<file path="src/rtl/gcm_tagmask_mc_if.sv">
// Shared-AES request/response bus used by the multi-channel tag-mask engine.
// The master side presents J0 blocks and collects channel-tagged results.
interface gcm_tagmask_mc_if #(
  parameter int NCH = 4,
  parameter int CHW = $clog2(NCH)
);
  logic           req;
  logic [CHW-1:0] req_ch;
  logic [127:0]   req_block;
  logic           ack;
  logic           rsp_valid;
  logic [CHW-1:0] rsp_ch;
  logic [127:0]   rsp_data;

  modport master (
    output req, req_ch, req_block,
    input  ack, rsp_valid, rsp_ch, rsp_data
  );

  modport slave (
    input  req, req_ch, req_block,
    output ack, rsp_valid, rsp_ch, rsp_data
  );
endinterface

</file>
<file path="src/rtl/gcm_tagmask_mc.sv">
// Multi-channel GCM tag-mask engine: each channel obtains E(K, J0) from one
// shared AES via a round-robin arbiter and keeps the result as its mask.
module gcm_tagmask_mc #(
  parameter int NCH        = 4,
  parameter int TMO_CYCLES = 255,
  parameter int CHW        = $clog2(NCH)
) (
  input  logic               clk,
  input  logic               rst_n,
  input  logic [NCH*96-1:0]  iv_in,
  input  logic [NCH-1:0]     iv_we,
  input  logic [NCH-1:0]     start,
  gcm_tagmask_mc_if.master   aes,
  output logic [NCH*128-1:0] mask,
  output logic [NCH-1:0]     mask_valid,
  output logic [NCH-1:0]     busy,
  output logic [NCH-1:0]     timeout_err,
  output logic               stray_rsp
);

  typedef enum logic [1:0] {
    ST_IDLE = 2'd0,
    ST_PEND = 2'd1,
    ST_WAIT = 2'd2
  } state_e;

  // The timeout fires on the cycle the counter would step onto TMO_CYCLES-1,
  // so the pulse lands exactly TMO_CYCLES cycles after the grant.
  localparam int CNTW = (TMO_CYCLES > 2) ? $clog2(TMO_CYCLES - 1) : 1;
  localparam logic [CNTW-1:0] TMO_FIRE = CNTW'((TMO_CYCLES >= 2) ? (TMO_CYCLES - 2) : 0);
  localparam logic TMO_EN = (TMO_CYCLES != 0);

  state_e         state_r [NCH];
  logic [95:0]    iv_r    [NCH];
  logic [127:0]   mask_r  [NCH];
  logic [CNTW-1:0] cnt_r  [NCH];
  logic [CHW-1:0] rr_ptr_r;
  logic           lock_r;
  logic [CHW-1:0] lock_ch_r;
  logic [NCH-1:0] busy_r;
  logic [NCH-1:0] mask_valid_r;
  logic [NCH-1:0] timeout_err_r;
  logic           stray_r;

  logic [NCH-1:0] pend_s;
  logic [NCH-1:0] rsp_hit_s;
  logic [NCH-1:0] tmo_hit_s;
  logic [CHW-1:0] idx_s;
  logic [CHW-1:0] pick_s;
  logic [CHW-1:0] req_ch_s;
  logic           req_s;
  logic           gnt_s;

  // Arbitration: lowest-offset pending channel from rr_ptr, held while un-acked.
  always_comb begin
    pend_s = '0;
    idx_s  = '0;
    pick_s = '0;
    for (int c = 0; c < NCH; c++) begin
      pend_s[c] = (state_r[c] == ST_PEND);
    end
    for (int i = NCH - 1; i >= 0; i--) begin
      idx_s  = CHW'((int'(rr_ptr_r) + i) % NCH);
      pick_s = pend_s[idx_s] ? idx_s : pick_s;
    end
    req_s    = |pend_s;
    req_ch_s = lock_r ? lock_ch_r : pick_s;
    gnt_s    = req_s && aes.ack;
  end

  // Per-channel response match and timeout detection.
  always_comb begin
    rsp_hit_s = '0;
    tmo_hit_s = '0;
    for (int c = 0; c < NCH; c++) begin
      rsp_hit_s[c] = aes.rsp_valid && (aes.rsp_ch == CHW'(c)) && (state_r[c] == ST_WAIT);
      tmo_hit_s[c] = TMO_EN && (state_r[c] == ST_WAIT) && (cnt_r[c] == TMO_FIRE);
    end
  end

  // Channel FSMs, IV/mask storage, arbiter pointer and registered status pulses.
  always_ff @(posedge clk or negedge rst_n) begin
    if (!rst_n) begin
      for (int c = 0; c < NCH; c++) begin
        state_r[c] <= ST_IDLE;
        iv_r[c]    <= '0;
        mask_r[c]  <= '0;
        cnt_r[c]   <= '0;
      end
      rr_ptr_r      <= '0;
      lock_r        <= 1'b0;
      lock_ch_r     <= '0;
      busy_r        <= '0;
      mask_valid_r  <= '0;
      timeout_err_r <= '0;
      stray_r       <= 1'b0;
    end else begin
      mask_valid_r  <= '0;
      timeout_err_r <= '0;
      stray_r       <= aes.rsp_valid && !(|rsp_hit_s);
      lock_r        <= req_s && !aes.ack;
      lock_ch_r     <= req_ch_s;
      if (gnt_s) begin
        rr_ptr_r <= CHW'((int'(req_ch_s) + 1) % NCH);
      end
      for (int c = 0; c < NCH; c++) begin
        case (state_r[c])
          ST_IDLE: begin
            if (iv_we[c]) begin
              iv_r[c] <= iv_in[c*96 +: 96];
            end
            if (start[c]) begin
              state_r[c] <= ST_PEND;
              busy_r[c]  <= 1'b1;
            end
          end
          ST_PEND: begin
            if (gnt_s && (req_ch_s == CHW'(c))) begin
              state_r[c] <= ST_WAIT;
              cnt_r[c]   <= '0;
            end
          end
          ST_WAIT: begin
            if (rsp_hit_s[c]) begin
              mask_r[c]       <= aes.rsp_data;
              mask_valid_r[c] <= 1'b1;
              state_r[c]      <= ST_IDLE;
              busy_r[c]       <= 1'b0;
            end else if (tmo_hit_s[c]) begin
              timeout_err_r[c] <= 1'b1;
              state_r[c]       <= ST_IDLE;
              busy_r[c]        <= 1'b0;
            end else if (TMO_EN) begin
              cnt_r[c] <= cnt_r[c] + CNTW'(1);
            end
          end
          default: begin
            state_r[c] <= ST_IDLE;
            busy_r[c]  <= 1'b0;
          end
        endcase
      end
    end
  end

  // Output wiring and mask flattening.
  always_comb begin
    mask = '0;
    for (int c = 0; c < NCH; c++) begin
      mask[c*128 +: 128] = mask_r[c];
    end
    aes.req       = req_s;
    aes.req_ch    = req_ch_s;
    aes.req_block = {iv_r[req_ch_s], 32'h0000_0001};
    mask_valid    = mask_valid_r;
    busy          = busy_r;
    timeout_err   = timeout_err_r;
    stray_rsp     = stray_r;
  end

endmodule

</file>
<file path="src/flat_wrapper.sv">
// flat-port wrapper written by rule: the top's interface ports become plain ports
module gcm_tagmask_mc_flat 
#(
  parameter int NCH        = 4,
  parameter int TMO_CYCLES = 255,
  parameter int CHW        = $clog2(NCH)
)
  (clk, rst_n, iv_in, iv_we, start, mask, mask_valid, busy, timeout_err, stray_rsp, aes_req, aes_req_ch, aes_req_block, aes_ack, aes_rsp_valid, aes_rsp_ch, aes_rsp_data);
  gcm_tagmask_mc_if #(.NCH(NCH), .CHW(CHW)) aes_i ();
  input  logic clk;
  input  logic rst_n;
  input  logic [NCH*96-1:0] iv_in;
  input  logic [NCH-1:0] iv_we;
  input  logic [NCH-1:0] start;
  output logic [NCH*128-1:0] mask;
  output logic [NCH-1:0] mask_valid;
  output logic [NCH-1:0] busy;
  output logic [NCH-1:0] timeout_err;
  output logic stray_rsp;
  output wire logic [$bits(aes_i.req)-1:0] aes_req;
  output wire logic [$bits(aes_i.req_ch)-1:0] aes_req_ch;
  output wire logic [$bits(aes_i.req_block)-1:0] aes_req_block;
  input wire logic [$bits(aes_i.ack)-1:0] aes_ack;
  input wire logic [$bits(aes_i.rsp_valid)-1:0] aes_rsp_valid;
  input wire logic [$bits(aes_i.rsp_ch)-1:0] aes_rsp_ch;
  input wire logic [$bits(aes_i.rsp_data)-1:0] aes_rsp_data;
  assign aes_req = aes_i.req;
  assign aes_req_ch = aes_i.req_ch;
  assign aes_req_block = aes_i.req_block;
  assign aes_i.ack = aes_ack;
  assign aes_i.rsp_valid = aes_rsp_valid;
  assign aes_i.rsp_ch = aes_rsp_ch;
  assign aes_i.rsp_data = aes_rsp_data;
  gcm_tagmask_mc #(.NCH(NCH), .TMO_CYCLES(TMO_CYCLES), .CHW(CHW)) u_core (.clk(clk), .rst_n(rst_n), .iv_in(iv_in), .iv_we(iv_we), .start(start), .aes(aes_i), .mask(mask), .mask_valid(mask_valid), .busy(busy), .timeout_err(timeout_err), .stray_rsp(stray_rsp));
endmodule
</file>
<file path="config.mk">
export PLATFORM = sky130hd
export DESIGN_NAME = gcm_tagmask_mc_flat
export DESIGN_NICKNAME = d
export VERILOG_FILES = /design/src/rtl/gcm_tagmask_mc_if.sv /design/src/rtl/gcm_tagmask_mc.sv /design/src/flat_wrapper.sv
export SDC_FILE = /design/constraint.sdc
export NUM_CORES = 1
export LEC_CHECK = 0
export ABC_AREA = 1
export CAP_MARGIN = 20
export CELL_PAD_IN_SITES_DETAIL_PLACEMENT = 0
export CELL_PAD_IN_SITES_GLOBAL_PLACEMENT = 1
export CORE_AREA = 2 2 466 468
export CTS_BUF_LIST = sky130_fd_sc_hd__clkbuf_4 sky130_fd_sc_hd__clkbuf_8
export CTS_CLUSTER_SIZE = 25
export DETAILED_ROUTE_END_ITERATION = 6
export DIE_AREA = 0 0 468 470
export GPL_TIMING_DRIVEN = 0
export HOLD_SLACK_MARGIN = 0.03
export PLACE_DENSITY_LB_ADDON = 0.1
export SETUP_SLACK_MARGIN = 0.3
export SYNTH_ARGS = -nofsm -noshare
export SYNTH_HDL_FRONTEND = slang
export SYNTH_SLANG_ARGS = --single-unit
</file>
<file path="constraint.sdc">
create_clock -name clk -period 2.4 [get_ports clk]
set_clock_uncertainty 0.1 [all_clocks]
set_input_delay 0.72 -clock clk [delete_from_list [all_inputs] [get_ports clk]]
set_output_delay 0.72 -clock clk [all_outputs]
set_load 0.02 [all_outputs]
</file>
Word-level counts from Yosys, hierarchy flattened:

Cells that the tools add are included.

* register bits: 954
* word-level logic and storage cells: 223
* output and inout bits: 656
* input port bits: 526

* muxes and demuxes: 88
* reduce and logical (&&, ||, !) cells: 53
* add/sub/neg operators: 8
* eq/ne operators: 38
* bitwise logic cells: 5
* $lt $le $gt $ge: 5

Operator list (number)
* $bmux W96 S2: 1
* $mux W96: 2
* $mux W8: 12
* $pmux W8 S2: 4
* $mux W2: 21
* $mux W1: 36
* $add A8 B1 Y8 const B: 4
* $eq A8 B8 Y1 const B: 4
* $ne A2 B2 Y1 const B: 16
* $pmux W2 S3: 4
* $reduce_and A3 Y1: 8
* $logic_and A1 B1 Y1: 19
* $eq A2 B2 Y1 const B: 8
* $reduce_and A2 Y1: 8
* $reduce_and A4 Y1: 4
* $eq A2 B1 Y1 const B: 6
* $logic_not A2 Y1: 6
* $lt A2 B3 Y1 const B: 4
* $ne A3 B1 Y1 const B: 4
* $pmux W1 S3: 4
* $bmux W1 S2: 4
* $reduce_bool A2 Y1: 4
* $reduce_or A4 Y1: 2
* $add A2 B1 Y2 const B: 2
* 5 further kinds: 10

Longest topological paths before layout:

Gate-level depths: netlist (run 1).

* depth after elaboration: 12
* gate-level depth with buffers: 17
* gate-level depth less buffers: 16

Worst setup path before layout (run 1):

Ideal clock, no wire load.

* path kind: register to output
* start point: reg u_core.rr_ptr_r[0]
* end point: out aes_req_block[118]
* arrival: 1905 ps
* setup slack: -325 ps
* stages on the path, launching flop included: 13
* path buffers: 2
* cell sequence: dfrtp_1 > buf_2 > nand2_1 > inv_1 > nor2_1 > nand3_1 > nand2_1 > nor2_2 > nor2_4 > clkbuf_1 > a21oi_1 > o21ai_0 > nand2_1

* word-level cells in the longest chain between the ends: 12
* elaborated cells between the ends (all ways): 20
* those cells by class: add/sub (3); mux (16); bitwise (1)

Ends and longest elaborated chain
* start, declared: RTL line gcm_tagmask_mc.sv:37 `logic [CHW-1:0] rr_ptr_r;`
* start signal, assigned: RTL line gcm_tagmask_mc.sv:104 `rr_ptr_r <= CHW'((int'(req_ch_s) + 1) % NCH);`
* $add A2 B2 Y2: RTL line gcm_tagmask_mc.sv:63 `idx_s = CHW'((int'(rr_ptr_r) + i) % NCH);`
* $bmux W1 S2: RTL line gcm_tagmask_mc.sv:64 `pick_s = pend_s[idx_s] ? idx_s : pick_s;`
* $mux W1 (not written as such): RTL line gcm_tagmask_mc.sv:64
* $mux W2 (3 in a row): RTL line gcm_tagmask_mc.sv:64
* $mux W2 (*): RTL line gcm_tagmask_mc.sv:64
* $mux W2 (*): RTL line gcm_tagmask_mc.sv:67 `req_ch_s = lock_r ? lock_ch_r : pick_s;`
* named net aes_req_ch[1]: RTL line flat_wrapper.sv:21 `output wire logic [$bits(aes_i.req_ch)-1:0] aes_req_ch;`
* $not A2 Y3 (not written as such) (*): RTL line gcm_tagmask_mc.sv:154 `aes.req_block = {iv_r[req_ch_s], 32'h0000_0001};`
* $bmux W96 S2 (*): RTL line gcm_tagmask_mc.sv:154
* $mux W96 (not written as such) (*) (2 in a row): RTL line gcm_tagmask_mc.sv:154
* end, declared: RTL line flat_wrapper.sv:22 `output wire logic [$bits(aes_i.req_block)-1:0] aes_req_block;`

The timed path passes the listed nets; every way through them passes the cells marked *. The select of a mux whose other input is x is not followed.

Worst setup path in the final report (run 1):

* start point: reg u_core.rr_ptr_r[0]
* end point: out aes_req_block[92]

* word-level cells in the longest chain between the ends: 12
* elaborated cells between the ends (all ways): 20
* those cells by class: add/sub (3); mux (16); bitwise (1)

Ends and longest elaborated chain (RTL line)
* $add A2 B2 Y2: gcm_tagmask_mc.sv:63
* $bmux W1 S2: gcm_tagmask_mc.sv:64
* $mux W1 (not written as such): gcm_tagmask_mc.sv:64
* $mux W2 (3 in a row): gcm_tagmask_mc.sv:64
* $mux W2 (*): gcm_tagmask_mc.sv:64
* $mux W2 (*): gcm_tagmask_mc.sv:67
* $not A2 Y3 (not written as such) (*): gcm_tagmask_mc.sv:154
* $bmux W96 S2 (*): gcm_tagmask_mc.sv:154
* $mux W96 (not written as such) (*) (2 in a row): gcm_tagmask_mc.sv:154

Every way passes the cells marked *; elsewhere a longest branch is shown, timed or not. The select of a mux whose other input is x is not followed.

==> results of run 1 <==
==> worst register-to-register path: cells and delay by family, from the launching register on <==
family / cells / cell delay [ns]
and+or+nand+nor: 2 / 0.45
muxes: 1 / 0.38
buffers and inverters: 2 / 1.21
DFF: 1 / 0.41
==> sequential cells by signal, summed over array words and instances (netlist names) <==
signal / cells
u_core.busy: 4
u_core.cnt_r: 32
u_core.iv_r: 384
u_core.lock_ch_r: 2
u_core.lock_r: 1
u_core.mask: 512
u_core.mask_valid: 4
u_core.rr_ptr_r: 2
u_core.state_r: 8
u_core.stray_rsp: 1
u_core.timeout_err: 4
==> per-stage QoR <==
stage | area [sq um] | utilization | cells
3_3_place_gp | 54250 | 0.2515 | 8021
2_1_floorplan | 39180 | - | 4018
5_1_grt | 62930 | 0.2918 | 8603
6_report | 63000 | 0.2921 | 8632
3_5_place_dp | 54650 | 0.2534 | 8039
4_1_cts | 59800 | 0.2773 | 8404
==> layer usage <==
layer	vias to the layer above	share of wire	global-route usage
li1	16140	-	-
met1	16800	0.38	0.2156
met2	1168	0.49	0.3292
met3	324	0.11	0.08870
met4	62	0.020	0.04074
met5	-	0.0017	0
==> kinds of logic after synthesis <==
group                      after synthesis  share of synthesized area
AOI/OAI and AO/OA                     1013                     0.1320
xor gates and xnor gates                16                   0.003630
adders and majority gates                8                   0.002593
buffers and inverters                  633                    0.06780
DFF                                    954                     0.6183
muxes                                  192                    0.05600
other                                    2                  0.0001945
and+or+nand+nor                       1170                     0.1195
==> how the worst max path moves through the flow <==
stage	start	endpoint	slack, ns	depth (start not counted)
final	u_core.rr_ptr_r[0]	aes_req_block[92]	-1.70	19
after global routing	u_core.rr_ptr_r[0]	aes_req_block[90]	-1.98	20
after CTS	u_core.rr_ptr_r[0]	aes_req_block[92]	-1.90	18
after detailed placement	u_core.rr_ptr_r[0]	aes_req_block[43]	-1.95	16
after global placement	rst_n	u_core.state_r[3]	-54.85	1
after floorplan	u_core.state_r[3]	aes_req_block[59]	-0.22	15
==> final cells by class <==
type                    count  area [sq um]
clock inverters            26         284.0
plain buffers             257          1988
repair buffers           1371         14270
diodes                     44         110.1
inverters                 374          1433
multi-input cells        2432         13490
flip-flops and latches    954         23890
clock buffers             320          3960
well taps                2854          3571
fillers                 23080        152700
==> cells in the mapped netlist <==
library cell and instances:
nor4_1 2, nor2_1 337, o21bai_2 1, nor2_4 3
nor3b_1 2, nor3_4 1, inv_1 361, o21ai_0 585
nand3_4 1, nand2_2 10, buf_6 7, a21oi_1 391
mux2_2 192, o211ai_1 1, buf_4 42, or2_2 2
a22oi_1 1, a21o_1 1, nand2_1 729, nand3_1 58
clkbuf_1 169, nor3_1 16, o31ai_1 2, conb_1 2
clkinv_1 4, xor2_1 12, dfrtp_1 954, buf_2 25
buf_1 16, ha_1 8, a31o_2 1, nand4_1 6
o21ai_1 29, nor2_2 2, o21ai_2 1, xnor2_1 4
nand2_8 1, inv_2 9
==> cell usage in the layout, fill, tap and decap left out, drive strengths merged, types with 3 or more instances in the layout <==
| cell | instances |
|---|---|
| nand3 | 59 |
| diode | 44 |
| clkinvlp | 3 |
| o21ai | 615 |
| nor3 | 17 |
| xor2 | 12 |
| a21oi | 391 |
| buf | 852 |
| dfrtp | 954 |
| conb | 32 |
| nand2 | 741 |
| mux2 | 192 |
| bufinv | 3 |
| nor2 | 342 |
| ha | 8 |
| clkinv | 21 |
| clkdlybuf4s50 | 627 |
| nand4 | 6 |
| inv | 373 |
| clkbuf | 464 |
| xnor2 | 4 |
==> what timing repair did <==
action | CTS | global route
pin swaps | 20 | 20
resized for setup | 682 | 3040
buffers inserted | 18 | 170
endpoints found under the hold margin | 106 | 106
endpoints found under the setup margin | 1783 | 1794
gates cloned | 3 | 14
==> power by group through the flow <==
stage	registers, uW	logic, uW	clock network [uW]
floorplan	31900	22500	0
CTS	27500	60500	19600
global placement	27800	56700	0
global route	29000	69800	20300
finish	28200	65000	18800
detailed placement	27500	57000	0
==> flow_metrics.py, run 1 <==
metrics = {
    "floorplan": {
        "chipWidth_microns": 468,
        "num_io_pins": 1182,
        "core_sq_um": 215700,
        "num_rows": 171,
        "start_util": 0.1790,
        "die-height_microns": 470,
        "die_area_sq_um": 220000,
    },
    "setup_path": {
        "cpPeakStageDelay_ns": 0.38,
        "rr_worst_depth": 5,
        "cp_slowest_cell": "dfrtp_1",
        "endpoint_kind": "output port",
        "cp_top_family": "buffers and inverters",
        "critPathBufInv": 8,
        "arrival_ns": 3.28,
        "path_max_fanout": 8,
        "reg2reg_from": "u_core.state_r[5]",
        "worst_setup_path_start_kind": "flip-flop",
        "crit_top_cell": "nand2_2",
        "cp_cell_sequence": "buf_6, inv_8, nand3_2, nand2_2, nand2_2, nand2_2, inv_2, nand3_2, nand3_4, nand2_8, nand2_8, buf_12, buf_12, buf_12, buf_16, nor2_1, a21oi_2, nand2_2, buf_6",
        "crit_type": "flip-flop to output port",
        "rrSetupSlack_ns": -0.28,
        "required_ns": 1.58,
        "reg2reg_to": "u_core.iv_r[248]",
    },
    "global_route": {
        "grt_pass1_vias": 35720,
        "grt_use_total": 0.1918,
        "grt_pass1_wl_microns": 296200,
        "grt_remaining_overflow": 0,
        "antenna_found_initial": 94,
        "grt_max_degree": 138,
    },
    "synthesis": {
        "yosysWarnings": 0,
        "netlist_area_sq_um": 38610,
        "ys_top_cells_by_area": "dfrtp_1 (62%), o21ai_0 (7.6%), nand2_1 (7.1%), mux2_2 (5.6%), a21oi_1 (5.1%)",
        "syn_area_per_cell_sq_um": 9.681,
        "ys_ff_latch": 954,
        "synth_top_cell_by_area": "dfrtp_1",
        "ys_seq_area_frac": 0.6183,
        "ys_types": 38,
        "syn_inst": 3988,
        "synth.top_cell.area_share": 0.6183,
    },
    "hold_path": {
        "hp-class": "input port to asynchronous set/reset pin",
    },
    "placed_design": {
        "routabilityCongestion": 0.8072,
        "io_buffers": 1149,
        "dp_slack_ns": -1.948,
        "hpwl_microns": 165100,
    },
    "outcome": {
        "status": "finished with violations",
        "violations": "negative hold slack, negative setup slack",
    },
    "cts": {
        "cts_tree": "yes",
        "insertion_delay_ns": 0.95,
        "cts.sink_count": 954,
        "cts_made_buffers": 195,
        "root_buffer": "clkbuf_8",
        "clock_path_buffers": 3,
        "htree_levels": 4,
        "clk_pin_slew_ns": 0.06,
    },
    "timing": {
        "hold-worst-slack_ns": -0.3640,
        "period_needed_ns": 4.102,
        "finalCritPeriodShare": 1.709,
        "relSlewSlack": 0.3348,
        "tightest_slew_ns": 0.9978,
        "clock.fmax_mhz": 243.8,
        "setup_slack_ns": -1.702,
        "rsz0062_at_grt": "true",
        "tns_ns": -204.92,
        "final_hold_viol_count": 106,
        "drv_slew": 0,
        "setup_viol": 357,
    },
    "detailed_routing": {
        "ant_nets": 0,
        "dr.pass1.iters": 5,
        "drc": 0,
        "wirelength_microns": 218800,
        "vias": 34490,
        "drt-initial-drc-count": 1369,
        "routedWlPerCell_microns": 25.35,
        "vias_per_cell": 3.995,
    },
    "finish": {
        "final_nets": 6119,
        "drive_above_1_share": 0.3116,
        "syn_to_final_growth_pct": 63.18,
    },
    "power_and_ir_drop": {
        "combPwrFrac": 0.581,
        "p_leak_uw": 0.02949,
        "finalPower_uw": 112000,
        "pwr-share-seq": 0.251,
        "internal-power_uw": 62070,
        "power.density_nw_per_um2": 1778,
        "p_sw_uw": 49910,
        "p_clk_frac": 0.168,
        "ir_worst_vdd_v": 0.0007569,
        "switching_share": 0.4457,
    },
    "job": {
        "maxCapViolCount": 0,
    },
}
Power figures use the tool's default switching activity.
==> run 2: changes to the inputs <==
CTS_CLUSTER_SIZE = 10   (was 25)
GPL_TIMING_DRIVEN = default   (was 0)
==> run 2 against run 1 <==
  * The flow finishes with violations (negative setup slack)
  * Critical endpoint is now aes_req_block[93]
  * Via count decreased by 1.6%
  * Clock power decreased by 4%
  * Worst hold slack improved by 0.57 ns
  * Power increased by 7.4%
  * Core utilization rose by 1.1 points
  * Wire length shrank 9.2%
  * Sequential power increased by 1%
  * Critical path depth down 1
  * Highest routed layer unchanged
==> flow_metrics.py, run 2 (synthesis gave the netlist of run 1 again) <==
metrics = {
    "detailed_routing": {
        "vias": 33950,
        "drc": 0,
        "ant_nets": 0,
        "drt-initial-drc-count": 1782,
        "vias_per_cell": 3.930,
        "dr.pass1.iters": 6,
        "routedWlPerCell_microns": 23.00,
        "wirelength_microns": 198700,
    },
    "finish": {
        "post-route-util": 0.3029,
        "final_common_cell": "dfrtp_1",
        "syn_to_final_growth_pct": 69.22,
        "postLayoutCellArea_sq_um": 65330,
        "final_nets": 6149,
        "largest_reg_flops": 512,
        "drive_above_1_share": 0.3586,
        "instances_no_fill": 8639,
        "final_cell_mix": "dfrtp_1 (948), buf_6 (661), nand2_1 (628)",
    },
    "global_route": {
        "antenna_found_initial": 80,
        "grtUsageMet2": 0.2814,
        "grt_pass1_vias": 34690,
        "grt_use_total": 0.1752,
        "grt_pass1_wl_microns": 273600,
        "grt_remaining_overflow": 0,
        "grt_busiest_layer": "met2",
        "grt_max_degree": 64,
        "use_met3": 0.07186,
        "use_met1": 0.2116,
    },
    "outcome": {
        "violations": "negative setup slack",
        "status": "finished with violations",
    },
    "setup_path": {
        "worst_setup_path_start_kind": "flip-flop",
        "rrSetupSlack_ns": 0.05,
        "cp-startpoint": "u_core.rr_ptr_r[0]",
        "required_ns": 1.58,
        "crit_path_end": "aes_req_block[93]",
        "cp_cell_sequence": "inv_4, nand3_2, nand2_2, nand2_1, nand2_1, nand2_1, inv_2, nor2_4, nor2_4, nand2_8, buf_12, buf_16, buf_8, nor2_4, a21oi_4, buf_6, nand2_4, buf_8",
        "reg2reg_from": "u_core.rr_ptr_r[0]",
        "arrival_ns": 3.28,
        "reg2reg_to": "u_core.cnt_r[11]",
        "endpoint_kind": "output port",
        "crit_type": "flip-flop to output port",
        "rr_worst_depth": 15,
        "cpPeakStageDelay_ns": 0.49,
        "path_max_fanout": 7,
        "cp_slowest_cell": "dfrtp_2",
    },
    "cts": {
        "cts_made_buffers": 191,
        "cts.sink_count": 954,
        "cts_tree": "yes",
        "clock_path_buffers": 3,
        "htree_levels": 4,
        "root_buffer": "clkbuf_8",
        "insertion_delay_ns": 0.95,
        "clk_pin_slew_ns": 0.06,
    },
    "power_and_ir_drop": {
        "power.density_nw_per_um2": 1841,
        "finalPower_uw": 120300,
        "switching_share": 0.4269,
        "pwr-share-seq": 0.238,
        "ir_worst_vdd_v": 0.0007277,
        "p_clk_frac": 0.150,
        "p_sw_uw": 51350,
        "combPwrFrac": 0.612,
        "p_leak_uw": 0.03065,
        "internal-power_uw": 68940,
    },
    "placed_design": {
        "hpwl_microns": 150100,
        "io_buffers": 1149,
        "routabilityCongestion": 0.8079,
        "place_area_sq_um": 56170,
        "numPlacedInstances": 8035,
    },
    "hold_path": {
        "hp-class": "input port to asynchronous set/reset pin",
    },
    "timing": {
        "tightest_slew_ns": 0.5521,
        "relSlewSlack": 0.6319,
        "period_needed_ns": 4.104,
        "final_hold_viol_count": 0,
        "setup_viol": 100,
        "rsz0062_at_grt": "true",
        "finalCritPeriodShare": 1.710,
        "setup_slack_ns": -1.704,
        "drv_slew": 0,
        "clock.fmax_mhz": 243.7,
    },
    "floorplan": {
        "die_area_sq_um": 220000,
        "die-height_microns": 470,
        "start_util": 0.1790,
        "chipWidth_microns": 468,
        "core_sq_um": 215700,
        "num_io_pins": 1182,
        "num_rows": 171,
    },
    "job": {
        "maxCapViolCount": 0,
    },
}
-- run 2: worst min-delay path by stage --
| stage | end | slack [ns] | cells after the start |
|---|---|---|---|
| after floorplan | u_core.busy[0] | 0.32 | 0 |
| after global placement | u_core.mask[162] | 0.36 | 2 |
| after detailed placement | u_core.mask[216] | 0.37 | 2 |
| after CTS | u_core.iv_r[17] | 0.08 | 2 |
| after global routing | u_core.iv_r[112] | 0.12 | 2 |
| final | u_core.iv_r[112] | 0.21 | 2 |
-- run 2: metal layers --
metal,part of all wire,vias to the layer above,routed length (microns)
li1,-,16170,-
met1,0.41,16270,80510
met2,0.47,1136,93250
met3,0.097,326,19190
met4,0.027,52,5423
met5,0.0017,-,347
-- run 2: through the flow --
| stage | hold slack, ns | setup WS [ns] | TNS [ns] |
|---|---|---|---|
| 6_report | 0.2082 | -1.704 | -155.66 |
| 5_1_grt | 0.1160 | -1.978 | -209.28 |
| 4_1_cts | 0.07764 | -1.924 | -453.00 |
| 3_5_place_dp | 0.3721 | -1.167 | -162.22 |
| 3_3_place_gp | 0.3647 | -1.190 | -154.14 |
| 2_1_floorplan | 0.3244 | -0.2230 | -18.69 |
-- run 2: cell type report --
cell class	instances	area [sq um]
fill	22880	150300
sequential	954	23880
timing repair buffer	1663	18290
multi-input combinational	2431	14030
clock buffer	313	3857
tap	2854	3571
inverter	374	1419
clock inverter	23	220.2
antenna	27	67.56
-- run 2: what timing repair did --
item,in CTS,in global routing
setup buffers,45,178
gates cloned,10,7
resized for setup,513,3355
pin swaps,21,87
hold endpoints to repair,403,0
hold buffers,1,0
endpoints found under the setup margin,717,897
-- run 2: worst max-delay path: cells and delay by family, from the launching register on --
family                 cells  cell delay (ns)
AND/OR/NAND/NOR           10             0.91
AO/OA/AOI/OAI              1             0.04
flip-flops                 1             0.49
buffers and inverters      7             0.88
-- run 2: power by group through the flow --
stage               Combinational (uW)  Sequential [uW]  Clock, uW
global route                     78500            29400      19600
detailed placement               58300            27700          0
CTS                              64100            27600      18900
global placement                 58300            27700          0
finish                           73600            28600      18100
floorplan                        22500            31900          0
==> run 3: changes to the inputs <==
RECOVER_POWER = 25   (was default)
==> run 3 against run 2 <==
  * The run still ends with negative setup slack left
  * First-iteration DRC count down 1.3%
  * Via count down 0.19%
  * Wire length about the same
  * Sequential power about the same
  * Clock power about the same
  * Power about the same
  * Combinational power about the same
  * Sequential share of layout area up 0.093 points
  * Die area unchanged
  * Critical endpoint unchanged
  * Largest cell class unchanged
  * Largest power group unchanged
==> flow_metrics.py, run 3 (synthesis gave the netlist of run 1 again) <==
metrics = {
    "timing": {
        "finalCritPeriodShare": 1.709,
        "period_needed_ns": 4.102,
        "relSlewSlack": 0.2114,
        "rsz0062_at_grt": "true",
        "tightest_slew_ns": 1.183,
        "clock.fmax_mhz": 243.8,
        "drv_slew": 0,
        "setup_slack_ns": -1.702,
        "setup_viol": 100,
        "final_hold_viol_count": 0,
    },
    "detailed_routing": {
        "dr.pass1.iters": 7,
        "wirelength_microns": 198700,
        "drc": 0,
        "drt-initial-drc-count": 1759,
        "vias": 33890,
        "routedWlPerCell_microns": 22.99,
        "ant_nets": 0,
        "vias_per_cell": 3.921,
    },
    "global_route": {
        "antenna_found_initial": 80,
        "grt_use_total": 0.1752,
        "grt_max_degree": 64,
        "grt_remaining_overflow": 0,
        "grt_pass1_wl_microns": 273600,
        "grt_pass1_vias": 34690,
    },
    "setup_path": {
        "reg2reg_from": "u_core.rr_ptr_r[0]",
        "endpoint_kind": "output port",
        "path_max_fanout": 7,
        "rr_worst_depth": 15,
        "cp_slowest_cell": "dfrtp_2",
        "crit_type": "flip-flop to output port",
        "worst_setup_path_start_kind": "flip-flop",
        "rrSetupSlack_ns": 0.05,
        "required_ns": 1.58,
        "reg2reg_to": "u_core.cnt_r[11]",
        "cp_cell_sequence": "inv_4, nand3_2, nand2_2, nand2_1, nand2_1, nand2_1, inv_2, nor2_4, nor2_4, nand2_8, buf_12, buf_16, buf_8, nor2_4, a21oi_4, buf_6, nand2_4, buf_8",
        "cpPeakStageDelay_ns": 0.49,
        "arrival_ns": 3.28,
    },
    "placed_design": {
        "io_buffers": 1149,
        "numPlacedInstances": 8035,
        "dp_slack_ns": -1.167,
        "routabilityCongestion": 0.8079,
        "hpwl_microns": 150100,
    },
    "hold_path": {
        "worst_hold_path.num_cells": 2,
        "hold_path.startpoint": "aes_ack",
        "hp-class": "input port to flip-flop",
        "min_to": "u_core.lock_r",
    },
    "finish": {
        "final_cell_mix": "dfrtp_1 (948), buf_6 (665), nand2_1 (628)",
        "final_common_cell": "dfrtp_1",
        "instances_no_fill": 8642,
        "drive_above_1_share": 0.3585,
        "syn_to_final_growth_pct": 68.79,
        "fillers": 22900,
        "largest_reg_flops": 512,
        "final_nets": 6149,
    },
    "cts": {
        "cts_tree": "yes",
        "cts_made_buffers": 191,
        "cts.sink_count": 954,
        "insertion_delay_ns": 0.94,
        "root_buffer": "clkbuf_8",
        "clk_pin_slew_ns": 0.06,
        "htree_levels": 4,
        "clock_path_buffers": 3,
    },
    "floorplan": {
        "start_util": 0.1790,
        "chipWidth_microns": 468,
        "die_area_sq_um": 220000,
        "die-height_microns": 470,
        "num_rows": 171,
        "num_io_pins": 1182,
        "core_sq_um": 215700,
    },
    "power_and_ir_drop": {
        "ir_worst_vdd_v": 0.0007274,
        "p_sw_uw": 51320,
        "power.density_nw_per_um2": 1845,
        "internal-power_uw": 68900,
        "combPwrFrac": 0.612,
        "p_leak_uw": 0.03058,
        "switching_share": 0.4269,
        "pwr-share-seq": 0.238,
        "p_clk_frac": 0.150,
    },
    "outcome": {
        "violations": "negative setup slack",
        "status": "finished with violations",
    },
    "job": {
        "maxCapViolCount": 0,
    },
}
[run 3: changes by cell type in the layout (fill, tap and decap cells not counted)]
| cell | delta |
|---|---|
| buf_12 | -12 |
| buf_4 | -7 |
| buf_6 | +4 |
| buf_8 | -1 |
| clkbuf_1 | +1 |
| clkbuf_2 | +11 |
| clkbuf_4 | +4 |
| diode_2 | +3 |
[run 3: power groups by stage]
stage	Sequential (uW)	Clock (uW)	Combinational (uW)
floorplan	31900	0	22500
global route	29400	19600	78400
global placement	27700	0	58300
finish	28600	18100	73600
CTS	27600	18900	64100
detailed placement	27700	0	58300
[run 3: layout make-up]
type / count / area [sq um] / area share
repair buffers: 1663 / 18110 / 0.2779
well taps: 2854 / 3571 / 0.05480
flip-flops and latches: 954 / 23880 / 0.3664
clock inverters: 23 / 220.2 / 0.003379
diodes: 30 / 75.07 / 0.001152
multi-input cells: 2431 / 14030 / 0.2153
inverters: 374 / 1419 / 0.02177
clock buffers: 313 / 3857 / 0.05919
[run 3: what timing repair did]
item,CTS,global route
buffers inserted,45,178
pin swaps,21,87
setup endpoints to repair,717,897
endpoints found under the hold margin,403,0
resized for setup,513,3355
hold buffers,1,0
cloned,10,7
[run 3: worst max path at each step]
stage                                   from           endpoint  depth (start not counted)
after global routing      u_core.rr_ptr_r[0]  aes_req_block[93]                         18
after CTS                 u_core.rr_ptr_r[0]  aes_req_block[80]                         18
after global placement    u_core.rr_ptr_r[0]  aes_req_block[85]                         15
final                     u_core.rr_ptr_r[0]  aes_req_block[93]                         18
after floorplan            u_core.state_r[3]  aes_req_block[59]                         15
after detailed placement  u_core.rr_ptr_r[0]  aes_req_block[85]                         17
[run 3: stage by stage]
step                utilization  instance area, sq um  hold WS [ns]  TNS (ns)  power (uW)
floorplan                     -                 39180        0.3244    -18.69       54460
global placement         0.2604                 56170        0.3647   -154.14       85990
detailed placement       0.2604                 56170        0.3721   -162.22       86020
CTS                      0.2851                 61480       0.07764   -453.00      110700
global route             0.3020                 65130        0.1281   -211.65      127400
finish                   0.3022                 65170        0.2453   -155.43      120200
[run 3: critical path, delay by kind of cell, from the launching register on]
kind	cells	cell delay, ns
compound gates	1	0.04
simple gates	10	0.91
flops	1	0.49
buf+inv	7	0.88
[run 3: layer usage]
metal | vias to the layer above | routed length (microns) | global-route usage
met4 | 52 | 5489 | 0.05687
met5 | - | 347 | 0
met3 | 326 | 19080 | 0.07186
met2 | 1133 | 93220 | 0.2814
li1 | 16170 | - | -
met1 | 16210 | 80570 | 0.2116
